<file path="src/rtl/lif_layer_if.sv">
// Step/spike handshake and weight-write bus for lif_layer.
interface lif_layer_if #(
  parameter int unsigned N_IN   = 3,
  parameter int unsigned N_OUT  = 3,
  parameter int unsigned W_SIZE = 4
);
  localparam int unsigned A_W = (N_IN * N_OUT > 1) ? $clog2(N_IN * N_OUT) : 1;

  logic              step_valid;
  logic              step_ready;
  logic [N_IN-1:0]   spike_in;
  logic              out_valid;
  logic [N_OUT-1:0]  spike_out;
  logic              w_we;
  logic [A_W-1:0]    w_addr;
  logic [W_SIZE-1:0] w_data;

  modport master (
    output step_valid, spike_in, w_we, w_addr, w_data,
    input  step_ready, out_valid, spike_out
  );

  modport slave (
    input  step_valid, spike_in, w_we, w_addr, w_data,
    output step_ready, out_valid, spike_out
  );
endinterface

</file>
<file path="src/rtl/lif_layer.sv">
// Time-multiplexed leaky integrate-and-fire layer, one neuron evaluated per cycle.
// Optional membrane-potential debug read port: define LIF_LAYER_VMEM_READ_EN.
module lif_layer #(
  parameter int unsigned N_IN       = 3,
  parameter int unsigned N_OUT      = 3,
  parameter int unsigned V_SIZE     = 8,
  parameter int unsigned W_SIZE     = 4,
  parameter int unsigned THRESH     = 8,
  parameter int unsigned LEAK_SHIFT = 1,
  parameter int unsigned REFRAC     = 0,
  localparam int unsigned K_W       = (N_OUT > 1) ? $clog2(N_OUT) : 1
) (
  input  logic              clk,
  input  logic              rst,
  lif_layer_if.slave        bus
`ifdef LIF_LAYER_VMEM_READ_EN
  ,
  input  logic [K_W-1:0]    dbg_addr,
  output logic [V_SIZE-1:0] dbg_v
`endif
);

  localparam int unsigned NW  = N_IN * N_OUT;
  localparam int unsigned A_W = (NW > 1) ? $clog2(NW) : 1;
  localparam int unsigned S_W = V_SIZE + $clog2(N_IN + 1);
  localparam int unsigned R_W = (REFRAC > 0) ? $clog2(REFRAC + 1) : 1;
  localparam logic [V_SIZE-1:0] V_MAX = '1;

  typedef enum logic [1:0] {IDLE, EVAL, DONE} state_t;

  state_t            state_q, state_d;
  logic [K_W-1:0]    k_q, k_d;
  logic [N_IN-1:0]   spk_in_q, spk_in_d;
  logic [N_OUT-1:0]  spk_q, spk_d;
  logic [V_SIZE-1:0] v_q [N_OUT];
  logic [V_SIZE-1:0] v_d [N_OUT];
  logic [R_W-1:0]    refr_q [N_OUT];
  logic [R_W-1:0]    refr_d [N_OUT];
  logic [W_SIZE-1:0] w_q [NW];
  logic [W_SIZE-1:0] w_d [NW];
  logic              step_ready_q, step_ready_d;
  logic              out_valid_q, out_valid_d;
  logic [N_OUT-1:0]  spike_out_q, spike_out_d;

  logic [S_W-1:0]    wsum;
  logic [S_W-1:0]    s;
  logic [V_SIZE-1:0] vl;
  logic [V_SIZE-1:0] sat;

  assign bus.step_ready = step_ready_q;
  assign bus.out_valid  = out_valid_q;
  assign bus.spike_out  = spike_out_q;

  // Next-state, neuron datapath for index k_q, and weight-file writes.
  always_comb begin
    state_d      = state_q;
    k_d          = k_q;
    spk_in_d     = spk_in_q;
    spk_d        = spk_q;
    v_d          = v_q;
    refr_d       = refr_q;
    w_d          = w_q;
    step_ready_d = step_ready_q;
    out_valid_d  = 1'b0;
    spike_out_d  = spike_out_q;

    wsum = '0;
    for (int unsigned i = 0; i < N_IN; i++) begin
      if (spk_in_q[i]) begin
        wsum = wsum + S_W'(w_q[A_W'(32'(k_q) * N_IN + i)]);
      end
    end
    vl  = v_q[k_q] - (v_q[k_q] >> LEAK_SHIFT);
    s   = S_W'(vl) + wsum;
    sat = (s > S_W'(V_MAX)) ? V_MAX : V_SIZE'(s);

    unique case (state_q)
      IDLE: begin
        if (bus.step_valid && step_ready_q) begin
          spk_in_d     = bus.spike_in;
          k_d          = '0;
          spk_d        = '0;
          step_ready_d = 1'b0;
          state_d      = EVAL;
        end
      end
      EVAL: begin
        if (refr_q[k_q] != '0) begin
          refr_d[k_q] = refr_q[k_q] - R_W'(1);
          v_d[k_q]    = '0;
          spk_d[k_q]  = 1'b0;
        end else if (sat >= V_SIZE'(THRESH)) begin
          spk_d[k_q]  = 1'b1;
          v_d[k_q]    = '0;
          refr_d[k_q] = R_W'(REFRAC);
        end else begin
          spk_d[k_q]  = 1'b0;
          v_d[k_q]    = sat;
        end
        if (k_q == K_W'(N_OUT - 1)) begin
          state_d = DONE;
        end else begin
          k_d = k_q + K_W'(1);
        end
      end
      DONE: begin
        out_valid_d  = 1'b1;
        spike_out_d  = spk_q;
        step_ready_d = 1'b1;
        state_d      = IDLE;
      end
      default: state_d = IDLE;
    endcase

    // Evaluation above reads w_q, so a same-cycle write lands next cycle.
    if (bus.w_we && (32'(bus.w_addr) < NW)) begin
      w_d[bus.w_addr] = bus.w_data;
    end
  end

  always_ff @(posedge clk or posedge rst) begin
    if (rst) begin
      state_q      <= IDLE;
      k_q          <= '0;
      spk_in_q     <= '0;
      spk_q        <= '0;
      step_ready_q <= 1'b1;
      out_valid_q  <= 1'b0;
      spike_out_q  <= '0;
      for (int unsigned i = 0; i < N_OUT; i++) begin
        v_q[i]    <= '0;
        refr_q[i] <= '0;
      end
      for (int unsigned j = 0; j < NW; j++) begin
        w_q[j] <= '0;
      end
    end else begin
      state_q      <= state_d;
      k_q          <= k_d;
      spk_in_q     <= spk_in_d;
      spk_q        <= spk_d;
      step_ready_q <= step_ready_d;
      out_valid_q  <= out_valid_d;
      spike_out_q  <= spike_out_d;
      v_q          <= v_d;
      refr_q       <= refr_d;
      w_q          <= w_d;
    end
  end

`ifdef LIF_LAYER_VMEM_READ_EN
  logic [V_SIZE-1:0] dbg_v_q, dbg_v_d;

  always_comb begin
    dbg_v_d = '0;
    if (32'(dbg_addr) < N_OUT) begin
      dbg_v_d = v_q[dbg_addr];
    end
  end

  always_ff @(posedge clk or posedge rst) begin
    if (rst) begin
      dbg_v_q <= '0;
    end else begin
      dbg_v_q <= dbg_v_d;
    end
  end

  assign dbg_v = dbg_v_q;
`endif

endmodule
</file>
<file path="src/flat_wrapper.sv">
// flat-port wrapper written by rule: the top's interface ports become plain ports
module lif_layer_flat 
#(
  parameter int unsigned N_IN       = 3,
  parameter int unsigned N_OUT      = 3,
  parameter int unsigned V_SIZE     = 8,
  parameter int unsigned W_SIZE     = 4,
  parameter int unsigned THRESH     = 8,
  parameter int unsigned LEAK_SHIFT = 1,
  parameter int unsigned REFRAC     = 0,
  localparam int unsigned K_W       = (N_OUT > 1) ? $clog2(N_OUT) : 1
)
  (clk, rst, bus_step_valid, bus_spike_in, bus_w_we, bus_w_addr, bus_w_data, bus_step_ready, bus_out_valid, bus_spike_out);
  lif_layer_if #(.N_IN(N_IN), .N_OUT(N_OUT), .W_SIZE(W_SIZE)) bus_i ();
  input  logic clk;
  input  logic rst;
  input wire logic [$bits(bus_i.step_valid)-1:0] bus_step_valid;
  input wire logic [$bits(bus_i.spike_in)-1:0] bus_spike_in;
  input wire logic [$bits(bus_i.w_we)-1:0] bus_w_we;
  input wire logic [$bits(bus_i.w_addr)-1:0] bus_w_addr;
  input wire logic [$bits(bus_i.w_data)-1:0] bus_w_data;
  output wire logic [$bits(bus_i.step_ready)-1:0] bus_step_ready;
  output wire logic [$bits(bus_i.out_valid)-1:0] bus_out_valid;
  output wire logic [$bits(bus_i.spike_out)-1:0] bus_spike_out;
  assign bus_i.step_valid = bus_step_valid;
  assign bus_i.spike_in = bus_spike_in;
  assign bus_i.w_we = bus_w_we;
  assign bus_i.w_addr = bus_w_addr;
  assign bus_i.w_data = bus_w_data;
  assign bus_step_ready = bus_i.step_ready;
  assign bus_out_valid = bus_i.out_valid;
  assign bus_spike_out = bus_i.spike_out;
  lif_layer #(.N_IN(N_IN), .N_OUT(N_OUT), .V_SIZE(V_SIZE), .W_SIZE(W_SIZE), .THRESH(THRESH), .LEAK_SHIFT(LEAK_SHIFT), .REFRAC(REFRAC)) u_core (.clk(clk), .rst(rst), .bus(bus_i));
endmodule
</file>
<file path="config.mk">
export PLATFORM = sky130hd
export DESIGN_NAME = lif_layer_flat
export DESIGN_NICKNAME = d
export VERILOG_FILES = /design/src/rtl/lif_layer_if.sv /design/src/rtl/lif_layer.sv /design/src/flat_wrapper.sv
export SDC_FILE = /design/constraint.sdc
export NUM_CORES = 1
export LEC_CHECK = 0
export ABC_AREA = 1
export CORE_ASPECT_RATIO = 1.2
export CORE_MARGIN = 2
export CORE_UTILIZATION = 60
export DETAILED_ROUTE_END_ITERATION = 8
export GPL_TIMING_DRIVEN = 0
export PLACE_DENSITY = 0.89
export SETUP_SLACK_MARGIN = 0.05
export SYNTH_ARGS = -nofsm -noshare
export SYNTH_HDL_FRONTEND = slang
export SYNTH_SLANG_ARGS = --single-unit
</file>
<file path="constraint.sdc">
create_clock -name clk -period 6.55 [get_ports clk]
set_input_delay 1.31 -clock clk [delete_from_list [all_inputs] [get_ports clk]]
set_output_delay 1.31 -clock clk [all_outputs]
set_load 0.02 [all_outputs]
</file>
# Yosys cells after proc, flatten, opt, wreduce, memory -nomap -nowiden
# Cells that the tools add are included.
[classes]
n_lt_le_gt_ge = 12
n_addsub = 8
n_eq_ne = 6
n_mux = 47
bitwise = 12
n_reduce_logical = 15
mul = 1
[op_table]
columns = ["operator", "n"]
rows = [
  ["4-bit binary-select mux with 4-bit select", 3],
  ["24-bit 2-to-1 mux", 2],
  ["36-bit bitwise mux", 1],
  ["4-bit 2-to-1 mux", 8],
  ["8-bit 2-to-1 mux", 4],
  ["24-bit AND", 1],
  ["24-bit bitwise mux", 1],
  ["24-bit NOT", 1],
  ["5-bit greater-or-equal comparator, second input constant", 4],
  ["10-bit 2-to-1 mux", 2],
  ["4-bit NOT with 5-bit output", 4],
  ["8-bit binary-select mux with 2-bit select", 1],
  ["4-bit demux with 4-bit select", 1],
  ["8-bit demux with 2-bit select", 1],
  ["3-bit 2-to-1 mux", 5],
  ["10-bit by 4-bit adder with 10-bit output", 1],
  ["8-bit by 10-bit adder with 10-bit output", 1],
  ["10-bit by 8-bit > comparator with 1-bit output, second input constant", 1],
  ["2-bit AND reduction", 5],
  ["8-bit by 4-bit greater-or-equal comparator with 1-bit output, second input constant", 1],
  ["2-bit 2-to-1 mux", 4],
  ["2-bit one-hot mux with 2 select lines", 2],
  ["8-bit by 7-bit subtractor with 8-bit output", 1],
  ["3-bit AND", 2],
  ["29 further kinds", 44],
]
[totals]
register_bits = 78
word_cells = 123
inputBits = 15
output_inout_bits = 5

# Longest topological paths before layout
# Gate-level depths: netlist (run 1).
[depth]
ltp_word = 17
ltp_mapped = 38
ltp_nobuf = 33

# Worst setup path after synthesis (run 1)
# No wires, ideal clock.
[synth_path]
kind = "flip-flop to flip-flop"
startpoint = "register u_core.k_q[0]"
endpoint = "register u_core.v_q[1] (netlist name)"
synth_period_minus_slack_ps = 5746
stages_incl_launch_ff = 36
t_arrival_ps = 5628
setup_slack_ps = 804
required_ps = 6432
setup_ps = 118
path_buffers = 6
path_cell_list = "dfrtp_1 > buf_6 > inv_6 > buf_2 > clkbuf_1 > clkbuf_1 > ha_1 > inv_1 > clkbuf_1 > a21oi_1 > o21ai_0 > a21oi_1 > fa_1 > xnor2_1 > o21ai_0 > ha_1 > a21oi_1 > nand2_1 > xnor2_1 > o21ai_0 > ha_1 > nand2_1 > nand2_1 > nand2_1 > nand2_1 > nor2_1 > nand3_1 > nand2_1 > nand3_2 > nor2_4 > nand2_2 > buf_6 > nand2_1 > nand3_1 > nand3_1 > nand2_1"
[synth_via]
elab_chain_cells = 16
elab_cells_between_ends = 42
classes_between = "6 x add/sub; 1 x mul; 4 x order compare; 24 x mux; 6 x bitwise; 1 x reduce/logical"
[synth_lines]
columns = ["element", "line_no", "source"]
rows = [
  ["start: declaration", "lif_layer.sv:32", "logic [K_W-1:0] k_q, k_d;"],
  ["start signal: assignment", "lif_layer.sv:139", "k_q <= k_d;"],
  ["2-bit by 2-bit multiplier with 4-bit output", "lif_layer.sv:70", "wsum = wsum + S_W'(w_q[A_W'(32'(k_q) * N_IN + i)]);"],
  ["4-bit by 1-bit adder with 4-bit output or 4-bit NOT with 5-bit output (tied branches)", "lif_layer.sv:70", ""],
  ["4-bit NOT with 5-bit output (implied by the code) or 4-bit binary-select mux with 4-bit select (tied branches)", "lif_layer.sv:70", ""],
  ["4-bit binary-select mux with 4-bit select or 4-bit 2-to-1 mux (tied branches)", "lif_layer.sv:70", ""],
  ["4-bit 2-to-1 mux (implied by the code)", "lif_layer.sv:70", ""],
  ["4-bit 2-to-1 mux, on equally long branches", "lif_layer.sv:70, lif_layer.sv:69", ""],
  ["4-bit by 4-bit adder with 5-bit output", "lif_layer.sv:70", ""],
  ["10-bit 2-to-1 mux", "lif_layer.sv:69", "if (spk_in_q[i]) begin"],
  ["10-bit by 4-bit adder with 10-bit output", "lif_layer.sv:70", ""],
  ["10-bit 2-to-1 mux", "lif_layer.sv:69", ""],
  ["8-bit by 10-bit adder with 10-bit output", "lif_layer.sv:74", "s = S_W'(vl) + wsum;"],
  ["10-bit by 8-bit > comparator with 1-bit output", "lif_layer.sv:75", "sat = (s > S_W'(V_MAX)) ? V_MAX : V_SIZE'(s);"],
  ["8-bit 2-to-1 mux", "lif_layer.sv:75", ""],
  ["8-bit by 4-bit greater-or-equal comparator with 1-bit output or 24-bit bitwise mux (tied branches)", "lif_layer.sv:92, lif_layer.sv:98", ""],
  ["24-bit 2-to-1 mux", "lif_layer.sv:92", "end else if (sat >= V_SIZE'(THRESH)) begin"],
  ["24-bit 2-to-1 mux (*)", "lif_layer.sv:88", "if (refr_q[k_q] != '0) begin"],
  ["end signal: assignment", "lif_layer.sv:145", "v_q <= v_d;"],
  ["end: declaration", "lif_layer.sv:35", "logic [V_SIZE-1:0] v_q [N_OUT];"],
]
# Every way passes the cells marked *; elsewhere a longest branch is shown, timed or not. The select of a mux whose other input is x is not followed.
# A chain may end at the register's enable or synchronous reset.

# Worst setup path in the final report (run 1)
# Ends and elaborated chain as after synthesis.

==> metrics.txt, run 1 <==
largest net degree at the start of global routing=45; cts hold-fix bufs=0; Tot GR Track Use=29.6%; Initial Util=61.0%; global route overflow=0; min cycle time layout=6.04 ns; syn nets=748; Relative slew margins=56.4%; htree depth=3; Top Ports=20; PortBufs=19; slowest stage cell, crit path=dfrtp_1; R2R Setup Slk=0.51 ns; Hold Path Depth=1; flip-flop and latch count after synthesis=78; Finished Core Util=67.9%; Max Fclk=0.165 GHz; post-route ant nets=0; DRC viols=0; Most used DFF post-synth=dfrtp_1; Post-Route WL=13.1 mm; die area=9430 um^2; # rows=37; Die X=89.0 um; Post-Synthesis Cell Area=5200 um^2; CP max FO=19; Worst Setup End Kind=flop; setup TNS=0 ns; final setup fails=0; vias in the first global route=4685; post-synth top area cell=dfrtp_1; clk_lat worst skew=0.36 ns; nets=782; status=finished clean; Final GP Congestion=0.890; largest cells by area after synthesis=dfrtp_1 37%, nand2_1 14%, o21ai_0 7.8%; Storage cell area=1950 um^2; initial antenna violation count=0; Synth top area share=37.1%; worst r2r path cells=33; Async S/R FF share, synth=100%; YS warnings=0; post-DR vias/cell=5.76; share of post-route cells with drive strength above 1=8.78%; MaxCap Viol Count=0; # diodes=0; final hold vios=0; Wirelength per Cell=15.3 um; commonest non-fill, non-tap cell in the layout=nand2_1; Die Y=106 um; post-synthesis sequential area ratio=37.6%; RSZ-0062 raised after global routing=no; HPWL Detailed=10.0 mm; Hold WS=0.459 ns; area used by multi-input combinational logic=2840 um^2; CP Class=flop to flop; Tightest Pin Transition=0.647 ns; global-route wire length before repair=21.6 mm; clock skew=0.0127 ns; Slowest Stage Delay on Critical Path=0.43 ns; core footprint=8520 um^2; Sinks on Clock Net=78; CTS clk-pin slew, worst paths=0.09 ns; DR pass1 iterations=5; commonest cells after routing, fill and taps aside=190 x nand2_1, 82 x inv_1, 79 x o21ai_0; fin. max-slew vios=0; post-synth cell types=43; Arrival @ worst endpoint=6.30 ns; number of enable flip-flop cells after synthesis=0; most used cell, CP=nand2_1; WP data required=6.81 ns; Root Buffer=clkbuf_8; synthesized area per cell=7.41 um^2; fraction of the cycle the final worst path needs=92.3%; min-delay worst type=flop to flop; Clock Path Buffers=2; area grow syn2layout=11.2%; CTS tree=built; CP Launch Type=flop; clock buffer count from CTS=9; Initial DRC Count=302; Cells after Synth=702; fill cell count=749; number of vias in the routed layout=4935
-- state kept, by name, indices dropped and copies added (netlist names) --
register and flops:
u_core.bus.out_valid 1, u_core.bus.spike_out 3, u_core.bus.step_ready 1, u_core.k_q 2, u_core.refr_q 3, u_core.spk_in_q 3, u_core.spk_q 3, u_core.state_q 2
u_core.v_q 24, u_core.w_q 36
-- cells in the mapped netlist, types with 2 or more instances --
master	instances
clkbuf_1	9
nor2_1	40
nand4_1	18
a221oi_1	2
xnor2_1	8
a32oi_1	2
inv_1	84
a21oi_1	38
mux2i_1	6
nand2_2	8
o21ai_0	81
o21ai_1	4
fa_1	4
o211ai_1	3
nand3b_1	2
o22ai_1	7
nand2_1	190
o21a_1	3
a31oi_1	4
buf_6	2
or2_2	8
xor2_1	5
buf_2	4
dfrtp_1	77
ha_1	27
nand3_2	5
inv_2	4
nand3_1	42
-- kinds of logic after synthesis --
logic type	share of synthesized area, %
AOI/OAI and AO/OA	16.1
xor gates and xnor gates	2.19
and+or+nand+nor	26.9
DFF	37.6
muxes	1.16
adders and majority gates	8.04
buffers and inverters	7.99
-- cell type report --
type	instances	area share [%]
inverter	89	5.91
buffer	14	1.49
multi-input combinational	520	49.1
tap	117	2.53
clock inverter	4	0.563
clock buffer	11	2.45
sequential	78	33.8
timing repair buffer	24	4.16
-- critical path, delay by kind of cell, from the launching register on --
family | cells | cell delay (ns)
adders and majority gates | 5 | 1.69
and+or+nand+nor | 13 | 1.28
buffers and inverters | 7 | 1.13
AOI/OAI and AO/OA | 6 | 1.09
DFF | 1 | 0.43
xor gates and xnor gates | 2 | 0.27
-- through the flow --
stage          std cells  setup WS (ns)  instance area [um^2]
2_1_floorplan        702          0.804                  5200
3_3_place_gp         838         -0.487                  5540
3_5_place_dp         839         -0.678                  5560
4_1_cts              855          0.111                  5750
5_1_grt              857         0.0798                  5780
6_report             857          0.507                  5780
-- what timing repair did --
| item | CTS | global route |
|---|---|---|
| pin swaps | 1 | 1 |
| resized for setup | 6 | 10 |
| buffers inserted | 1 | 3 |
| endpoints found under the setup margin | 15 | 15 |
-- worst paths after layout --
kind                                               startpoint                        endpoint
worst max-delay path                u_core.k_q[0]$_DFFE_PP0P_       u_core.v_q[1]$_DFFE_PP0P_
worst min-delay path            u_core.state_q[0]$_DFFE_PP0P_  u_core.bus.out_valid$_DFF_PP0_
max in group asynchronous                                 rst       u_core.k_q[1]$_DFFE_PP0P_
worst max register to register      u_core.k_q[0]$_DFFE_PP0P_       u_core.v_q[1]$_DFFE_PP0P_
worst min register to register  u_core.state_q[0]$_DFFE_PP0P_  u_core.bus.out_valid$_DFF_PP0_
min in group asynchronous                                 rst      u_core.w_q[20]$_DFFE_PP0P_
-- layer usage --
| metal | vias to the layer above | GRT usage [%] | routed length (um) |
|---|---|---|---|
| li1 | 2394 | - | - |
| met1 | 2335 | 35.2 | 5260 |
| met2 | 165 | 51.0 | 6680 |
| met3 | 41 | 4.43 | 550 |
| met4 | 0 | 15.0 | 607 |
| met5 | - | 0 | 0 |
Power of run 1 is not shown: default switching activity piles up to over one toggle a cycle in this logic, so the estimate is an artifact.
==> run 2: changes to the inputs <==
- GPL_ROUTABILITY_DRIVEN: unset -> 0
- TNS_END_PERCENT: unset -> 5
==> metrics.txt, run 2 (synthesis gave the netlist of run 1 again) <==
global-route wire length before repair=21.8 mm (+0.83%); Top Ports=20 (unchanged); HPWL Detailed=9.88 mm (-1.2%); CTS clk-pin slew, worst paths=0.09 ns (about the same); HP Start=u_core.state_q[0]$_DFFE_PP0P_; Root Buffer=clkbuf_8; core footprint=8520 um^2 (unchanged); clock skew=0.0126 ns (-0.0000355 ns); Clock Path Buffers=2 (unchanged); status=finished clean; Max Fclk=0.166 GHz (+0.33%); fraction of the cycle the final worst path needs=92.0% (-0.31 points); Wirelength per Cell=15.4 um (+0.65%); Arrival @ worst endpoint=6.28 ns (-0.02 ns); Tightest Pin Transition=0.717 ns (+0.0699 ns); # diodes=0 (unchanged); Final Non-Filler Cells=858 (+0.12%); slowest stage cell, crit path=dfrtp_1; RSZ-0062 raised after global routing=no; final hold vios=0 (unchanged); Top reg by flops=u_core.w_q; CTS tree=built; WP data required=6.81 ns (about the same); nets=782 (unchanged); DRC viols=0 (unchanged); fill cell count=712 (-4.9%); Initial Util=61.0% (unchanged); Hold Path End=u_core.bus.out_valid$_DFF_PP0_; cts hold-fix bufs=0 (unchanged); # rows=37 (unchanged); Storage cell area=1950 um^2 (unchanged); fin. max-slew vios=0 (unchanged); Worst Setup End Kind=flop; htree depth=3 (unchanged); die area=9430 um^2 (unchanged); max reg flops=36 (unchanged); worst r2r path cells=35 (+6.1%); Post-Route WL=13.2 mm (+0.76%); Initial DRC Count=326 (+7.9%); R2R Setup Slk=0.53 ns (+0.02 ns); Die X=89.0 um (unchanged); post-route ant nets=0 (unchanged); min cycle time layout=6.02 ns (-0.0201 ns); clk_lat worst skew=0.36 ns (about the same); initial antenna violation count=0 (unchanged); CP Launch Type=flop; area grow syn2layout=11.6%; Slowest Stage Delay on Critical Path=0.43 ns (about the same); commonest non-fill, non-tap cell in the layout=nand2_1; CP max FO=19 (unchanged); Tot GR Track Use=29.5% (-0.079 points); clock buffer count from CTS=9 (unchanged); worst r2r dst=u_core.v_q[0]$_DFFE_PP0P_; RR Startpoint=u_core.k_q[0]$_DFFE_PP0P_; share of post-route cells with drive strength above 1=9.18% (+0.39 points); Sinks on Clock Net=78 (unchanged); largest net degree at the start of global routing=49 (+8.9%); number of vias in the routed layout=5002 (+1.4%); placed cells=839 (unchanged); vias in the first global route=4855 (+3.6%); final setup fails=0 (unchanged); commonest cells after routing, fill and taps aside=189 x nand2_1, 82 x inv_1, 79 x o21ai_0; MaxCap Viol Count=0 (unchanged); PortBufs=19 (unchanged); Hold Path Depth=1 (unchanged); global route overflow=0 (unchanged); Relative slew margins=51.7% (-4.7 points); Largest regs=u_core.w_q x36, u_core.v_q x24; post-DR vias/cell=5.83 (+1.2%); min-delay worst type=flop to flop; CP Class=flop to flop; DR pass1 iterations=8 (+3); most used cell, CP=nand2_1; Die Y=106 um (unchanged); area used by multi-input combinational logic=2850 um^2 (+0.44%)
==> run 2: cell count changes in the layout (fill, tap and decap cells not counted), sizes merged <==
cell	delta
clkinv	+1
inv	+2
clkbuf	-2
==> run 2: stage by stage <==
| step | TNS, ns | instance area [um^2] | utilization (%) | setup slack, ns | hold slack (ns) |
|---|---|---|---|---|---|
| after floorplan | 0 | 5200 | - | 0.804 | 0.413 |
| after global placement | -2.77 | 5540 | 65.0 | -0.259 | 0.427 |
| after detailed placement | -5.97 | 5560 | 65.2 | -0.479 | 0.435 |
| after CTS | 0 | 5750 | 67.5 | 0.0785 | 0.447 |
| after global routing | 0 | 5800 | 68.1 | 0.0528 | 0.481 |
| final | 0 | 5800 | 68.1 | 0.527 | 0.445 |
==> run 2: area by class of cell <==
cell class / count / share of cell area, %
Clock inverter: 7 / 0.992
Sequential cell: 78 / 33.7
Inverter: 89 / 5.89
Multi-Input combinational cell: 520 / 49.1
Timing Repair Buffer: 24 / 4.14
Clock buffer: 9 / 2.14
Buffer: 14 / 1.51
Tap cell: 117 / 2.52
==> run 2: routing by layer <==
metal  GRT usage, %  share of wire [%]  vias to the layer above
met5              0                  0                        -
met4           16.5                5.1                        0
met3           4.66                5.2                       60
met2           49.6                 50                      208
met1           35.4                 39                     2339
li1               -                  -                     2395
==> run 2: critical path: cells and delay by family (launching register included) <==
family          cells  cell delay, ns
simple gates       16            1.56
xor+xnor            2            0.28
flops               1            0.43
buf+inv             7            1.19
fa+ha+maj           5            1.61
compound gates      5            0.81
==> run 2: how the worst max path moves through the flow <==
stage	slack (ns)	endpoint	start
2_1_floorplan	0.80	u_core.v_q[1]$_DFFE_PP0P_	u_core.k_q[0]$_DFFE_PP0P_
3_3_place_gp	-0.26	u_core.v_q[1]$_DFFE_PP0P_	u_core.k_q[0]$_DFFE_PP0P_
4_1_cts	0.08	u_core.v_q[0]$_DFFE_PP0P_	u_core.k_q[0]$_DFFE_PP0P_
6_report	0.53	u_core.v_q[0]$_DFFE_PP0P_	u_core.k_q[0]$_DFFE_PP0P_
5_1_grt	0.05	u_core.v_q[0]$_DFFE_PP0P_	u_core.k_q[0]$_DFFE_PP0P_
3_5_place_dp	-0.48	u_core.v_q[0]$_DFFE_PP0P_	u_core.k_q[0]$_DFFE_PP0P_
==> run 2: what timing repair did <==
action                     4_1_cts  5_1_grt
pin swaps                        0        1
resized for setup                4       17
setup endpoints to repair       15       15
setup buffers                    0        4
Power of run 2 is left out for the same reason.
==> run 3: changes to the inputs <==
- CTS_BUF_LIST: unset -> sky130_fd_sc_hd__clkbuf_2 sky130_fd_sc_hd__clkbuf_4 sky130_fd_sc_hd__clkbuf_8
- HOLD_SLACK_MARGIN: unset -> 0.06
==> results of run 3 <==
Same layout as run 2: the final DEF is identical, and so are final timing and power.
Power of run 3 is left out for the same reason.
